[src/rtl/uart_frame_codec.sv]
// Frame codec between the game logic and the UART byte FIFOs.
// Frame format: SOF, TYPE, LEN, PAYLOAD[LEN], CHK (two's complement of the byte sum).
module uart_frame_codec #(
  parameter int         MAX_LEN = 4,
  parameter int         LEN_W   = 3,
  parameter logic [7:0] SOF     = 8'hA5
) (
  input  logic                   clk,
  input  logic                   rst,
  input  logic                   rx_empty,
  input  logic [7:0]             r_data,
  output logic                   rd_uart,
  input  logic                   tx_full,
  output logic                   wr_uart,
  output logic [7:0]             w_data,
  output logic                   frm_valid,
  output logic                   frm_err,
  output logic [7:0]             frm_type,
  output logic [LEN_W-1:0]       frm_len,
  output logic [8*MAX_LEN-1:0]   frm_payload,
  input  logic                   send_req,
  input  logic [7:0]             send_type,
  input  logic [LEN_W-1:0]       send_len,
  input  logic [8*MAX_LEN-1:0]   send_payload,
  output logic                   send_busy,
  output logic                   send_done
);

  localparam int               PW    = 8*MAX_LEN;
  localparam logic [LEN_W-1:0] MAX_L = LEN_W'(MAX_LEN);

  // ---------------- receive path ----------------
  typedef enum logic [2:0] {R_IDLE, R_TYPE, R_LEN, R_PAY, R_CHK} rx_st_t;

  rx_st_t           rx_st, rx_nxt;
  logic [7:0]       rx_type;
  logic [7:0]       rx_sum;
  logic [LEN_W-1:0] rx_len;
  logic [LEN_W-1:0] rx_idx;
  logic [PW-1:0]    rx_buf;
  logic [PW-1:0]    rx_masked;
  logic [7:0]       rx_fin;
  logic             len_bad;

  assign rd_uart = ~rx_empty & ~rst;
  assign rx_fin  = rx_sum + r_data;
  assign len_bad = (r_data > 8'(MAX_LEN));

  // Stale bytes from longer earlier frames stay in rx_buf; hide them at commit.
  always_comb begin
    rx_masked = '0;
    for (int i = 0; i < MAX_LEN; i++)
      if (LEN_W'(i) < rx_len) rx_masked[8*i +: 8] = rx_buf[8*i +: 8];
  end

  always_comb begin
    rx_nxt = rx_st;
    if (rd_uart) begin
      case (rx_st)
        R_IDLE: if (r_data == SOF) rx_nxt = R_TYPE;
        R_TYPE: rx_nxt = R_LEN;
        R_LEN: begin
          if (len_bad)             rx_nxt = R_IDLE;
          else if (r_data == 8'h0) rx_nxt = R_CHK;
          else                     rx_nxt = R_PAY;
        end
        R_PAY:   if (rx_idx == rx_len - 1'b1) rx_nxt = R_CHK;
        R_CHK:   rx_nxt = R_IDLE;
        default: rx_nxt = R_IDLE;
      endcase
    end
  end

  always_ff @(posedge clk) begin
    if (rst) begin
      rx_st       <= R_IDLE;
      rx_type     <= '0;
      rx_sum      <= '0;
      rx_len      <= '0;
      rx_idx      <= '0;
      rx_buf      <= '0;
      frm_valid   <= 1'b0;
      frm_err     <= 1'b0;
      frm_type    <= '0;
      frm_len     <= '0;
      frm_payload <= '0;
    end else begin
      rx_st     <= rx_nxt;
      frm_valid <= 1'b0;
      frm_err   <= 1'b0;
      if (rd_uart) begin
        case (rx_st)
          R_TYPE: begin
            rx_type <= r_data;
            rx_sum  <= r_data;
          end
          R_LEN: begin
            rx_len  <= r_data[LEN_W-1:0];
            rx_idx  <= '0;
            rx_sum  <= rx_fin;
            frm_err <= len_bad;
          end
          R_PAY: begin
            for (int i = 0; i < MAX_LEN; i++)
              if (rx_idx == LEN_W'(i)) rx_buf[8*i +: 8] <= r_data;
            rx_idx <= rx_idx + 1'b1;
            rx_sum <= rx_fin;
          end
          R_CHK: begin
            if (rx_fin == 8'h00) begin
              frm_valid   <= 1'b1;
              frm_type    <= rx_type;
              frm_len     <= rx_len;
              frm_payload <= rx_masked;
            end else begin
              frm_err <= 1'b1;
            end
          end
          default: ;
        endcase
      end
    end
  end

  // ---------------- transmit path ----------------
  typedef enum logic [2:0] {T_IDLE, T_SOF, T_TYPE, T_LEN, T_PAY, T_CHK} tx_st_t;

  typedef struct packed {
    logic [7:0]       typ;
    logic [LEN_W-1:0] len;
    logic [PW-1:0]    pay;
  } tx_req_t;

  tx_st_t           tx_st, tx_nxt;
  tx_req_t          tx_req;
  logic [LEN_W-1:0] tx_idx;
  logic [7:0]       tx_sum;
  logic [7:0]       tx_chk;
  logic [7:0]       tx_pay_byte;

  assign send_busy = (tx_st != T_IDLE);
  assign wr_uart   = send_busy & ~tx_full & ~rst;

  always_comb begin
    tx_sum      = tx_req.typ + 8'(tx_req.len);
    tx_pay_byte = '0;
    for (int i = 0; i < MAX_LEN; i++) begin
      if (LEN_W'(i) < tx_req.len) tx_sum = tx_sum + tx_req.pay[8*i +: 8];
      if (tx_idx == LEN_W'(i))    tx_pay_byte = tx_req.pay[8*i +: 8];
    end
    tx_chk = 8'h00 - tx_sum;
  end

  // Byte states only advance on an actual push, so backpressure just holds the byte.
  always_comb begin
    tx_nxt = tx_st;
    w_data = '0;
    case (tx_st)
      T_IDLE: if (send_req) tx_nxt = T_SOF;
      T_SOF: begin
        w_data = SOF;
        if (wr_uart) tx_nxt = T_TYPE;
      end
      T_TYPE: begin
        w_data = tx_req.typ;
        if (wr_uart) tx_nxt = T_LEN;
      end
      T_LEN: begin
        w_data = 8'(tx_req.len);
        if (wr_uart) tx_nxt = (tx_req.len == '0) ? T_CHK : T_PAY;
      end
      T_PAY: begin
        w_data = tx_pay_byte;
        if (wr_uart && tx_idx == tx_req.len - 1'b1) tx_nxt = T_CHK;
      end
      T_CHK: begin
        w_data = tx_chk;
        if (wr_uart) tx_nxt = T_IDLE;
      end
      default: tx_nxt = T_IDLE;
    endcase
  end

  always_ff @(posedge clk) begin
    if (rst) begin
      tx_st     <= T_IDLE;
      tx_req    <= '0;
      tx_idx    <= '0;
      send_done <= 1'b0;
    end else begin
      tx_st     <= tx_nxt;
      send_done <= (tx_st == T_CHK) && wr_uart;
      if (tx_st == T_IDLE && send_req)
        tx_req <= '{typ: send_type,
                    len: (send_len > MAX_L) ? MAX_L : send_len,
                    pay: send_payload};
      if (wr_uart) begin
        if (tx_st == T_LEN)      tx_idx <= '0;
        else if (tx_st == T_PAY) tx_idx <= tx_idx + 1'b1;
      end
    end
  end

endmodule

[config.mk]
export PLATFORM = sky130hd
export DESIGN_NAME = uart_frame_codec
export DESIGN_NICKNAME = d
export VERILOG_FILES = /design/src/rtl/uart_frame_codec.sv
export SDC_FILE = /design/constraint.sdc
export NUM_CORES = 1
export LEC_CHECK = 0
export BUFFER_PORTS_ARGS = -buffer_cell sky130_fd_sc_hd__clkbuf_2
export CAP_MARGIN = 25
export CORE_UTILIZATION = 59
export CTS_CLUSTER_SIZE = 28
export DETAILED_ROUTE_END_ITERATION = 6
export PLACE_DENSITY = 0.79
export SLEW_MARGIN = 0
export SYNTH_ARGS = -nofsm -noshare
export SYNTH_HDL_FRONTEND = slang
export SYNTH_SLANG_ARGS = --single-unit
[constraint.sdc]
create_clock -name clk -period 9.1 [get_ports clk]
set_input_delay 0.91 -clock clk [delete_from_list [all_inputs] [get_ports clk]]
set_output_delay 0.91 -clock clk [all_outputs]
set_load 0.02 [all_outputs]
Yosys cells after proc, flatten, opt, wreduce, memory -nomap -nowiden
Cells that the tools add are included.

Bits in registers: 152. Input port bits: 56. Output and inout port bits: 57. Word-level logic and storage cells: 138.

Add/sub/neg operators: 11. Order comparisons: 10. Equal/unequal tests: 26. Mux-type cells: 34. Bitwise logic cells: 8. Reduce and logical (&&, ||, !) cells: 29.

Operator list (count): two-way mux 8 bit (12); adder 8 bit (5); one-hot mux 8 bit (5 select lines) (1); two-way mux 3 bit (13); == test 3 x 2 -> 1 bit (second input constant) (8); one-hot mux 3 bit (6 select lines) (1); AND reduction 3 bit (6); zero test 8 bit (2); != test 2 bit (second input constant) (8); one-hot mux 8 bit (2 select lines) (1); zero test 3 bit (5); == test 3 x 1 -> 1 bit (second input constant) (4); less-than comparator 1 x 3 -> 1 bit (first input constant) (4); less-than comparator 2 x 3 -> 1 bit (first input constant) (4); one-hot mux 3 bit (4 select lines) (1); AND reduction 2 bit (5); == test 3 bit (second input constant) (3); adder 8 x 3 -> 8 bit (1); == test 8 bit (second input constant) (1); greater-than comparator 8 x 3 -> 1 bit (second input constant) (1); subtractor 1 x 8 -> 8 bit (first input constant) (1); adder 3 x 1 -> 3 bit (second input constant) (2); == test 3 bit (2); one-hot mux 3 bit (2 select lines) (1); 12 further kinds (26).

Logic depth before layout (Yosys ltp)
Gate-level depths: netlist of the first run.

Depth in word-level cells: 11. Depth in mapped cells: 31. Depth with buffers taken out: 31.

Worst setup path after synthesis of the first run
No wires, ideal clock.

Kind: flip-flop to output port. Start point: reg tx_req[32] in the netlist's numbering. End point: out w_data[7]. Arrival time: 5.982 ns. Data required time: 8.190 ns. Slack: 2.208 ns. Stages on the path, launching flop included: 29. Path buffers: 0. Cells stage by stage: dfxtp_1 > ha_1 > fa_1 > inv_1 > fa_1 > nand2b_1 > a21oi_1 > nor2_1 > o31ai_1 > ha_1 > and2_1 > a32o_1 > or3_1 > a21oi_1 > nor2_1 > ha_1 > inv_1 > nor2_1 > o21ai_0 > nor4bb_1 > a31oi_1 > ha_1 > nor2_1 > a21oi_1 > xnor3_1 > a21oi_1 > xnor2_1 > xnor3_1 > a221o_1.

Longest elaborated chain between the ends: 11. Elaborated cells between the ends (all ways): 15. Those cells by class: add/sub (6); order compare (4); mux (5).

RTL lines: start: declaration (RTL line 135) `tx_req_t tx_req;`; start signal: assignment (RTL line 194) `tx_req <= '{typ: send_type,`; adder 8 x 3 -> 8 bit (RTL line 145) `tx_sum = tx_req.typ + 8'(tx_req.len);`; adder 8 bit (RTL line 148) `if (LEN_W'(i) < tx_req.len) tx_sum = tx_sum + tx_req.pay[8*i +: 8];`; two-way mux 8 bit (RTL line 148); adder 8 bit (RTL line 148); two-way mux 8 bit (RTL line 148); adder 8 bit (RTL line 148); two-way mux 8 bit (RTL line 148); adder 8 bit (RTL line 148); two-way mux 8 bit * (RTL line 148); subtractor 1 x 8 -> 8 bit * (RTL line 151) `tx_chk = 8'h00 - tx_sum;`; one-hot mux 8 bit (5 select lines) * (RTL line 158) `case (tx_st)`; end: declaration (RTL line 15) `output logic [7:0] w_data,`.

Every way passes the cells marked *; elsewhere a longest branch is shown, timed or not.

Worst setup path in the final report of the first run
Same ends and word-level chain as after synthesis.

==> out/metrics.cfg, run 1 <==
[run_status]
status = completed

[worst_hold_path]
holdCritPathClass = flop to flop
hold_path.startpoint = rx_buf[16]

[clock_tree]
h-tree-depth = 4
path_clk_slew_ns = 0.07
cts_made_buffers = 17
cts.path.max_buffers = 2
cts_resized = 0
clkLatencyLatePin_ns = 0.44
cts_tree = done
post_cts_buffers = 0
root_buffer = clkbuf_16
cts_sinks = 152
cts_hold_buffers = 0

[pwr]
swShare_pct = 34.5
p_seq_share_pct = 36.8
p_int_mw = 1.30
leakage_nw = 4.09
power_frac_comb_pct = 26.2
clockPowerShare_pct = 36.9
irDropWorstVdd_mv = 0.148
p_per_area_nw_per_um2 = 193
p_sw_uw = 683

[global_route]
antenna_found_initial = 1
grt_pass1_vias = 7904
top_usage_layer = met2
grt_use_met3_pct = 5.10
use_met2_pct = 54.8
track_usage_pct = 30.5
grt_max_degree = 85
grt_first_pass_wirelength_um = 38900
grt.overflow.total = 0
grt_util_met1_pct = 35.0

[timing]
fin_ws_ns = 0.781
max_freq_mhz = 120
clock_skew_ns = 0.0156
relSlewSlack_pct = 44.0
worstMarginPinSlew_ns = 0.838
hold_viol = 0
post-route-min-period_ns = 8.32
tns_ns = 0
rsz0062_at_grt = false
min_period_over_period_pct = 91.4
setup_violations = 0
slew_viol_final = 0

[placed_design]
hpwl_um = 16900
place.gp.congestion = 0.944
dp_slack_ns = 1.30
port_buffers = 112

[drt]
routed_wl_um = 23500
first_pass_iters = 7
wl_per_cell_um = 16.6
drtAntennaViolNets = 0
drt_first_iter_violations = 655
via_count = 8236
drcViolationCount = 0
avgViaCountPerCell = 5.83

[logic_synthesis]
syn_area_um2 = 9070
synth_edf_count = 0
synth.most_common_cell = nand2_1
postSynthAreaPerCell_um2 = 7.91
async_reset_ff_share_pct = 0
ys_seq_area_share_pct = 33.6
synth_cells = 1146
ys_warn_count = 0
ys.flop_type = dfxtp_1
ys_ff_latch = 152
yosys.area.top_type = dfxtp_1
synth_common_cells = nand2_1, dfxtp_1, a21oi_1
yosysTopAreaCellShare_pct = 33.6
synth_cell_types = 74
synth_area_leaders = dfxtp_1, nand2_1, a21oi_1
syn_nets = 1261

[layout]
syn_to_final_growth_pct = 12.9
drive_gt1_share_pct = 14.0
final_core_util_pct = 69.4
nNetsFinal = 1331
fill_cells = 1236
diodes = 0

[critical_path]
r2r-start = rx_sum[1]
critPathArrivalTime_ns = 7.41
crit_start = tx_req[32]
crit_type = flop to primary output
path_max_fanout = 17
critPathLaunchType = flop
critPathMaxStageDelay_ns = 0.59
cp-end-kind = primary output
cpMaxStageDelayCell = fa_1
worstPathRequired_ns = 8.19

[die]
dieArea_um2 = 15900
row_count = 44
die_x_um = 126
initial_core_util_pct = 61.5
core_area_um2 = 14800
io-pin-count = 113
dieHeight_um = 126

[job]
maxCapViolCount = 0

[final cells by class]
type / count / area (um^2) / share of cell area (%)
clock buffer: 17 / 425 / 4.15
clock inverter: 15 / 205 / 2.00
inverter: 39 / 146 / 1.43
multi-input combinational: 888 / 5580 / 54.5
sequential: 152 / 3040 / 29.7
tap: 184 / 230 / 2.25
timing repair buffer: 118 / 608 / 5.94
[power groups by stage]
stage / sequential (mW) / combinational, mW / clock [mW]
6_report: 0.729 / 0.520 / 0.731
5_1_grt: 0.732 / 0.578 / 0.764
4_1_cts: 0.728 / 0.515 / 0.737
3_5_place_dp: 0.742 / 0.511 / 0
3_3_place_gp: 0.743 / 0.501 / 0
2_1_floorplan: 0.718 / 0.415 / 0
[worst paths after layout]
kind                                        end  slack (ns)  cells after the start
worst min register to register       rx_buf[16]        0.46                      2
worst max-delay path                  w_data[7]        0.78                     29
worst max register to register  frm_payload[24]        5.76                     10
worst min-delay path                 rx_buf[16]        0.46                      2
[layout by cell type (no fill, tap or decap), types with 22 or more instances in the layout]
| cell type | n |
|---|---|
| nor2_1 | 83 |
| nand2_1 | 210 |
| clkbuf_2 | 111 |
| o21ai_0 | 39 |
| ha_1 | 53 |
| mux2i_1 | 55 |
| nand2b_1 | 64 |
| nand3_1 | 32 |
| a21oi_1 | 133 |
| dfxtp_1 | 152 |
| xnor2_1 | 22 |
| inv_1 | 36 |
[routing by layer]
metal	wire length [um]	part of all wire, %	up-vias
li1	-	-	4083
met1	9490	40	3814
met2	11800	50	265
met3	1280	5.4	72
met4	958	4.1	2
met5	13	0.055	-
[through the flow]
| stage | hold WS (ns) | power, mW | std cells | instance area, um^2 |
|---|---|---|---|---|
| 2_1_floorplan | 0.437 | 1.13 | 1146 | 9070 |
| 3_5_place_dp | 0.448 | 1.25 | 1381 | 9610 |
| 3_3_place_gp | 0.443 | 1.24 | 1381 | 9610 |
| 6_report | 0.458 | 1.98 | 1413 | 10200 |
| 4_1_cts | 0.458 | 1.98 | 1413 | 10200 |
| 5_1_grt | 0.477 | 2.07 | 1413 | 10200 |
[worst max-delay path, delay by kind of cell, from the launching register on]
family / cells / cell delay [ns]
flip-flops: 1 / 0.54
AND/OR/NAND/NOR: 8 / 1.25
XOR/XNOR: 3 / 0.72
AO/OA/AOI/OAI: 9 / 1.69
buffers and inverters: 3 / 0.36
adder cells (fa/ha/maj): 6 / 2.38
[registers in the layout, summed over array words and instances, names as in the netlist]
| name | count |
|---|---|
| rx_st | 3 |
| frm_type | 8 |
| rx_sum | 8 |
| frm_err | 1 |
| tx_idx | 3 |
| frm_valid | 1 |
| rx_len | 3 |
| rx_type | 8 |
| frm_payload | 32 |
| rx_idx | 3 |
| send_done | 1 |
| frm_len | 3 |
| tx_st | 3 |
| rx_buf | 32 |
| tx_req | 43 |
[cells by family (layout without fill, tap and decap cells)]
logic type / Yosys count / in the layout / share of synthesized area [%]
xor gates and xnor gates: 41 / 41 / 4.26
adders and majority gates: 59 / 59 / 8.64
muxes: 60 / 60 / 6.94
and+or+nand+nor: 460 / 460 / 23.8
AOI/OAI and AO/OA: 268 / 268 / 17.8
buffers and inverters: 106 / 189 / 5.01
DFF: 152 / 152 / 33.6
Note: power is estimated with default switching activity, not from simulation.
==> run 2, diff against run 1 <==
BUFFER_PORTS_ARGS = -buffer_cell sky130_fd_sc_hd__buf_2   (was -buffer_cell sky130_fd_sc_hd__clkbuf_2)
==> run 2 against run 1 <==
Final cell count unchanged. Wire length is 1.1% lower. Worst setup slack worse by 0.054 ns.
==> out/metrics.cfg, run 2 (synthesis gave the netlist of run 1 again) <==
[critical_path]
critPathMaxStageDelay_ns = 0.75
critPathLaunchType = flop
cp.buffers_inverters = 3
path_max_fanout = 17
critPathArrivalTime_ns = 7.46
reg2reg_slack_ns = 5.81
worstPathRequired_ns = 8.19
cpMaxStageDelayCell = dfxtp_1
r2r_end = frm_payload[19]
cp-end-kind = primary output
crit_start = tx_req[34]
crit_type = flop to primary output
worst_path_dominant_cell_family = compound AO/OA/AOI/OAI gates
r2r-start = rx_sum[1]
ff2ff_path_depth = 10
cp_common_cell = ha_1

[clock_tree]
cts_resized = 0
cts_tree = done
path_clk_slew_ns = 0.07
cts_made_buffers = 17
cts.path.max_buffers = 2
clkLatencyLatePin_ns = 0.43
cts_sinks = 152
h-tree-depth = 4
cts_hold_buffers = 0
root_buffer = clkbuf_16
post_cts_buffers = 0

[timing]
fin_ws_ns = 0.727
relSlewSlack_pct = 45.8
post-route-min-period_ns = 8.37
hold_ws_ns = 0.457
hold_viol = 0
tns_ns = 0
worstMarginPinSlew_ns = 0.812
min_period_over_period_pct = 92.0
setup_violations = 0
max_freq_mhz = 119
slew_viol_final = 0
clock_skew_ns = 0.00562
rsz0062_at_grt = false

[layout]
final_core_util_pct = 69.2
drive_gt1_share_pct = 14.0
final_common_cell = nand2_1
syn_to_final_growth_pct = 12.5
top_regs = tx_req x43, frm_payload x32, rx_buf x32
top_register = tx_req
postLayoutCellArea_um2 = 10200
diodes = 0
nNetsFinal = 1331
layout_common_cells = nand2_1, dfxtp_1, a21oi_1
largest_reg_flops = 43

[placed_design]
port_buffers = 112
hpwl_um = 16700
dp_slack_ns = 1.35
dpl_cell_area_um2 = 9610
place.gp.congestion = 0.953

[die]
die_x_um = 126
row_count = 44
core_area_um2 = 14800
dieArea_um2 = 15900
io-pin-count = 113
dieHeight_um = 126
initial_core_util_pct = 61.5

[global_route]
grt_first_pass_wirelength_um = 38300
grt_max_degree = 88
grt_pass1_vias = 7857
grt.overflow.total = 0
track_usage_pct = 30.1
antenna_found_initial = 1

[drt]
via_count = 8261
drcViolationCount = 0
first_pass_iters = 6
avgViaCountPerCell = 5.85
drtAntennaViolNets = 0
drt_first_iter_violations = 677
routed_wl_um = 23300
wl_per_cell_um = 16.5

[pwr]
p_seq_share_pct = 37.2
leakage_nw = 4.12
irDropWorstVdd_mv = 0.147
p_int_mw = 1.30
p_per_area_nw_per_um2 = 192
power_frac_comb_pct = 26.6
swShare_pct = 33.8
p_sw_uw = 663
clockPowerShare_pct = 36.2

[worst_hold_path]
hold_end = rx_buf[7]
holdCritPathClass = flop to flop
hold_path.startpoint = rx_buf[7]
min_path_cells = 2

[run_status]
status = completed

[job]
maxCapViolCount = 0

-- run 2: cell count changes in the layout (fill, tap and decap cells not counted), sizes merged --
cell    before  now
clkbuf     128   18
buf          7  118
inv         45   47
clkinv       6    3
-- run 2: worst max path at each step --
| stage | slack (ns) | to | depth (start not counted) |
|---|---|---|---|
| 2_1_floorplan | 2.21 | w_data[7] | 28 |
| 3_3_place_gp | 1.54 | w_data[7] | 29 |
| 5_1_grt | 0.14 | w_data[7] | 28 |
| 4_1_cts | 0.87 | w_data[7] | 27 |
| 6_report | 0.73 | w_data[7] | 27 |
| 3_5_place_dp | 1.35 | w_data[7] | 27 |
-- run 2: layer usage --
layer	track usage [%]	up-vias	share of wire [%]
met1	35.9	3814	41
met2	52.2	286	50
met3	5.61	75	5.0
met4	14.5	2	4.2
met5	0	-	0.069
li1	-	4084	-
-- run 2: final cells by class --
cell class / instances / area [um^2]
clock buffer: 18 / 439
clock inverter: 14 / 158
fill: 1252 / 4550
inverter: 39 / 146
multi-input combinational: 888 / 5580
sequential: 152 / 3040
tap: 184 / 230
timing repair buffer: 118 / 608
-- run 2: metrics by stage --
stage                     power [mW]  cells
after floorplan                 1.13   1146
after global placement          1.24   1381
after detailed placement        1.25   1381
after CTS                       1.96   1413
after global routing            2.06   1413
final                           1.96   1413
-- run 2: worst reg2reg max path: stages (launching register included) --
cell and delay [ns]:
dfxtp_1 0.36, ha_1 0.24, a21o_1 0.18, a21oi_1 0.22
o21bai_1 0.12, a21oi_2 0.18, xnor2_1 0.09, or4_1 0.62
nor4b_4 0.28, buf_4 0.61, mux2i_1 0.33
-- run 2: power groups by stage --
stage	Combinational, mW	Clock [mW]	Sequential [mW]
finish	0.520	0.710	0.729
global route	0.578	0.750	0.732
CTS	0.513	0.718	0.728
detailed placement	0.506	0	0.743
global placement	0.499	0	0.742
floorplan	0.415	0	0.718
==> run 3, diff against run 2 <==
BUFFER_PORTS_ARGS = -buffer_cell sky130_fd_sc_hd__buf_4   (was -buffer_cell sky130_fd_sc_hd__buf_2)
CORE_MARGIN = 2   (was default)
==> run 3 against run 2 <==
Wire length grew 4.6%. Via count up 1.1%. Critical path depth rose by 2. Final cell count increased by 0.28%. Clock-buffer cell count fell by 1. Worst setup slack better by 0.13 ns. Die area increased by 3.2%. Critical endpoint unchanged. Fmax rose by 1.6%. Sequential cell count did not move. Clock skew up 0.0081 ns.
==> out/metrics.cfg, run 3 (synthesis gave the netlist of run 1 again) <==
[clock_tree]
clkLatencyLatePin_ns = 0.43
cts_resized = 0
post_cts_buffers = 0
cts.path.max_buffers = 2
root_buffer = clkbuf_16
h-tree-depth = 4
cts_sinks = 152
cts_hold_buffers = 0
cts_made_buffers = 17
path_clk_slew_ns = 0.07
cts_tree = done

[layout]
regArea_um2 = 3040
final_common_cell = nand2_1
largest_reg_flops = 43
syn_to_final_growth_pct = 15.8
multiInputGateArea_um2 = 5580
nNetsFinal = 1331
postLayoutCellArea_um2 = 10500
final_core_util_pct = 69.6
fill_cells = 1251
layoutNonFillerInstCount = 1417
layout_common_cells = nand2_1, dfxtp_1, a21oi_1
top_regs = tx_req x43, frm_payload x32, rx_buf x32
drive_gt1_share_pct = 14.1
diodes = 0
top_register = tx_req

[pwr]
irDropWorstVdd_mv = 0.139
p_per_area_nw_per_um2 = 190
leakage_nw = 4.17
power_mw = 1.99

[timing]
tns_ns = 0
slew_viol_final = 0
max_freq_mhz = 121
worstMarginPinSlew_ns = 1.04
hold_viol = 0
setup_violations = 0
post-route-min-period_ns = 8.24
clock_skew_ns = 0.0137
rsz0062_at_grt = false
min_period_over_period_pct = 90.5
relSlewSlack_pct = 30.2

[critical_path]
crit_type = flop to primary output
critPathMaxStageDelay_ns = 0.73
cpMaxStageDelayCell = dfxtp_1
r2r-start = rx_sum[1]
reg2reg_slack_ns = 5.10
r2r_end = frm_len[0]
cp-end-kind = primary output
critPathArrivalTime_ns = 7.33
path_max_fanout = 17
ff2ff_path_depth = 10
critPathLaunchType = flop
worstPathRequired_ns = 8.19

[job]
maxCapViolCount = 0

[die]
initial_core_util_pct = 60.1
die_x_um = 128
io-pin-count = 113
row_count = 45
dieHeight_um = 128
core_area_um2 = 15100
dieArea_um2 = 16400

[placed_design]
place_inst = 1385
place.gp.congestion = 0.925
hpwl_um = 17100
dpl_cell_area_um2 = 9890
port_buffers = 112

[drt]
first_pass_iters = 6
drtAntennaViolNets = 0
via_count = 8356
routed_wl_um = 24300
drcViolationCount = 0
wl_per_cell_um = 17.2
drt_first_iter_violations = 622
avgViaCountPerCell = 5.90

[global_route]
antenna_found_initial = 0
grt_pass1_vias = 7934
grt_max_degree = 99
grt.overflow.total = 0
grt_first_pass_wirelength_um = 39000
track_usage_pct = 29.9

[run_status]
status = completed

[worst_hold_path]
holdCritPathClass = flop to flop
hold_end = rx_buf[16]
hold_path.startpoint = rx_buf[16]
min_path_cells = 2

run 3: cell count changes in the layout (fill, tap and decap cells not counted), sizes merged:
cell,delta
clkinvlp,-1
inv,-1
clkbuf,-1
clkinv,+3
run 3: worst max-delay path, delay by kind of cell (launching register included):
family / cells / cell delay (ns)
compound gates: 11 / 2.07
fa+ha+maj: 5 / 1.76
simple gates: 7 / 1.17
xor+xnor: 4 / 0.88
flops: 1 / 0.73
buf+inv: 2 / 0.29
run 3: layout make-up:
type	instances	area share, %
multi-input combinational	888	53.2
sequential	152	29.0
timing repair buffer	118	8.44
clock buffer	17	4.05
tap	188	2.24
clock inverter	15	1.74
inverter	39	1.39
run 3: where the power goes:
part / switching (mW) / leakage (nW) / internal [mW]
registers: 0.0387 / 1.23 / 0.688
clock network: 0.329 / 0.294 / 0.394
logic: 0.322 / 2.65 / 0.222
run 3: worst max path at each step:
stage / startpoint / endpoint / slack, ns
after CTS: tx_req[34] / w_data[7] / 0.96
after global routing: tx_req[34] / w_data[7] / 0.34
final: tx_req[34] / w_data[7] / 0.86
after detailed placement: tx_req[34] / w_data[7] / 1.42
after floorplan: tx_req[32] / w_data[7] / 2.21
after global placement: tx_req[34] / w_data[7] / 1.56
run 3: layer usage:
| metal | wire length [um] | GRT usage (%) | vias to the layer above |
|---|---|---|---|
| met5 | 0 | 0 | - |
| met2 | 12200 | 53.2 | 291 |
| met1 | 10000 | 34.6 | 3891 |
| li1 | - | - | 4099 |
| met3 | 1180 | 5.63 | 75 |
| met4 | 973 | 14.0 | 0 |
run 3: stage by stage:
step	setup slack, ns	hold slack, ns
after floorplan	2.21	0.437
after CTS	0.965	0.460
after global placement	1.56	0.443
after detailed placement	1.42	0.450
after global routing	0.336	0.476
final	0.861	0.460
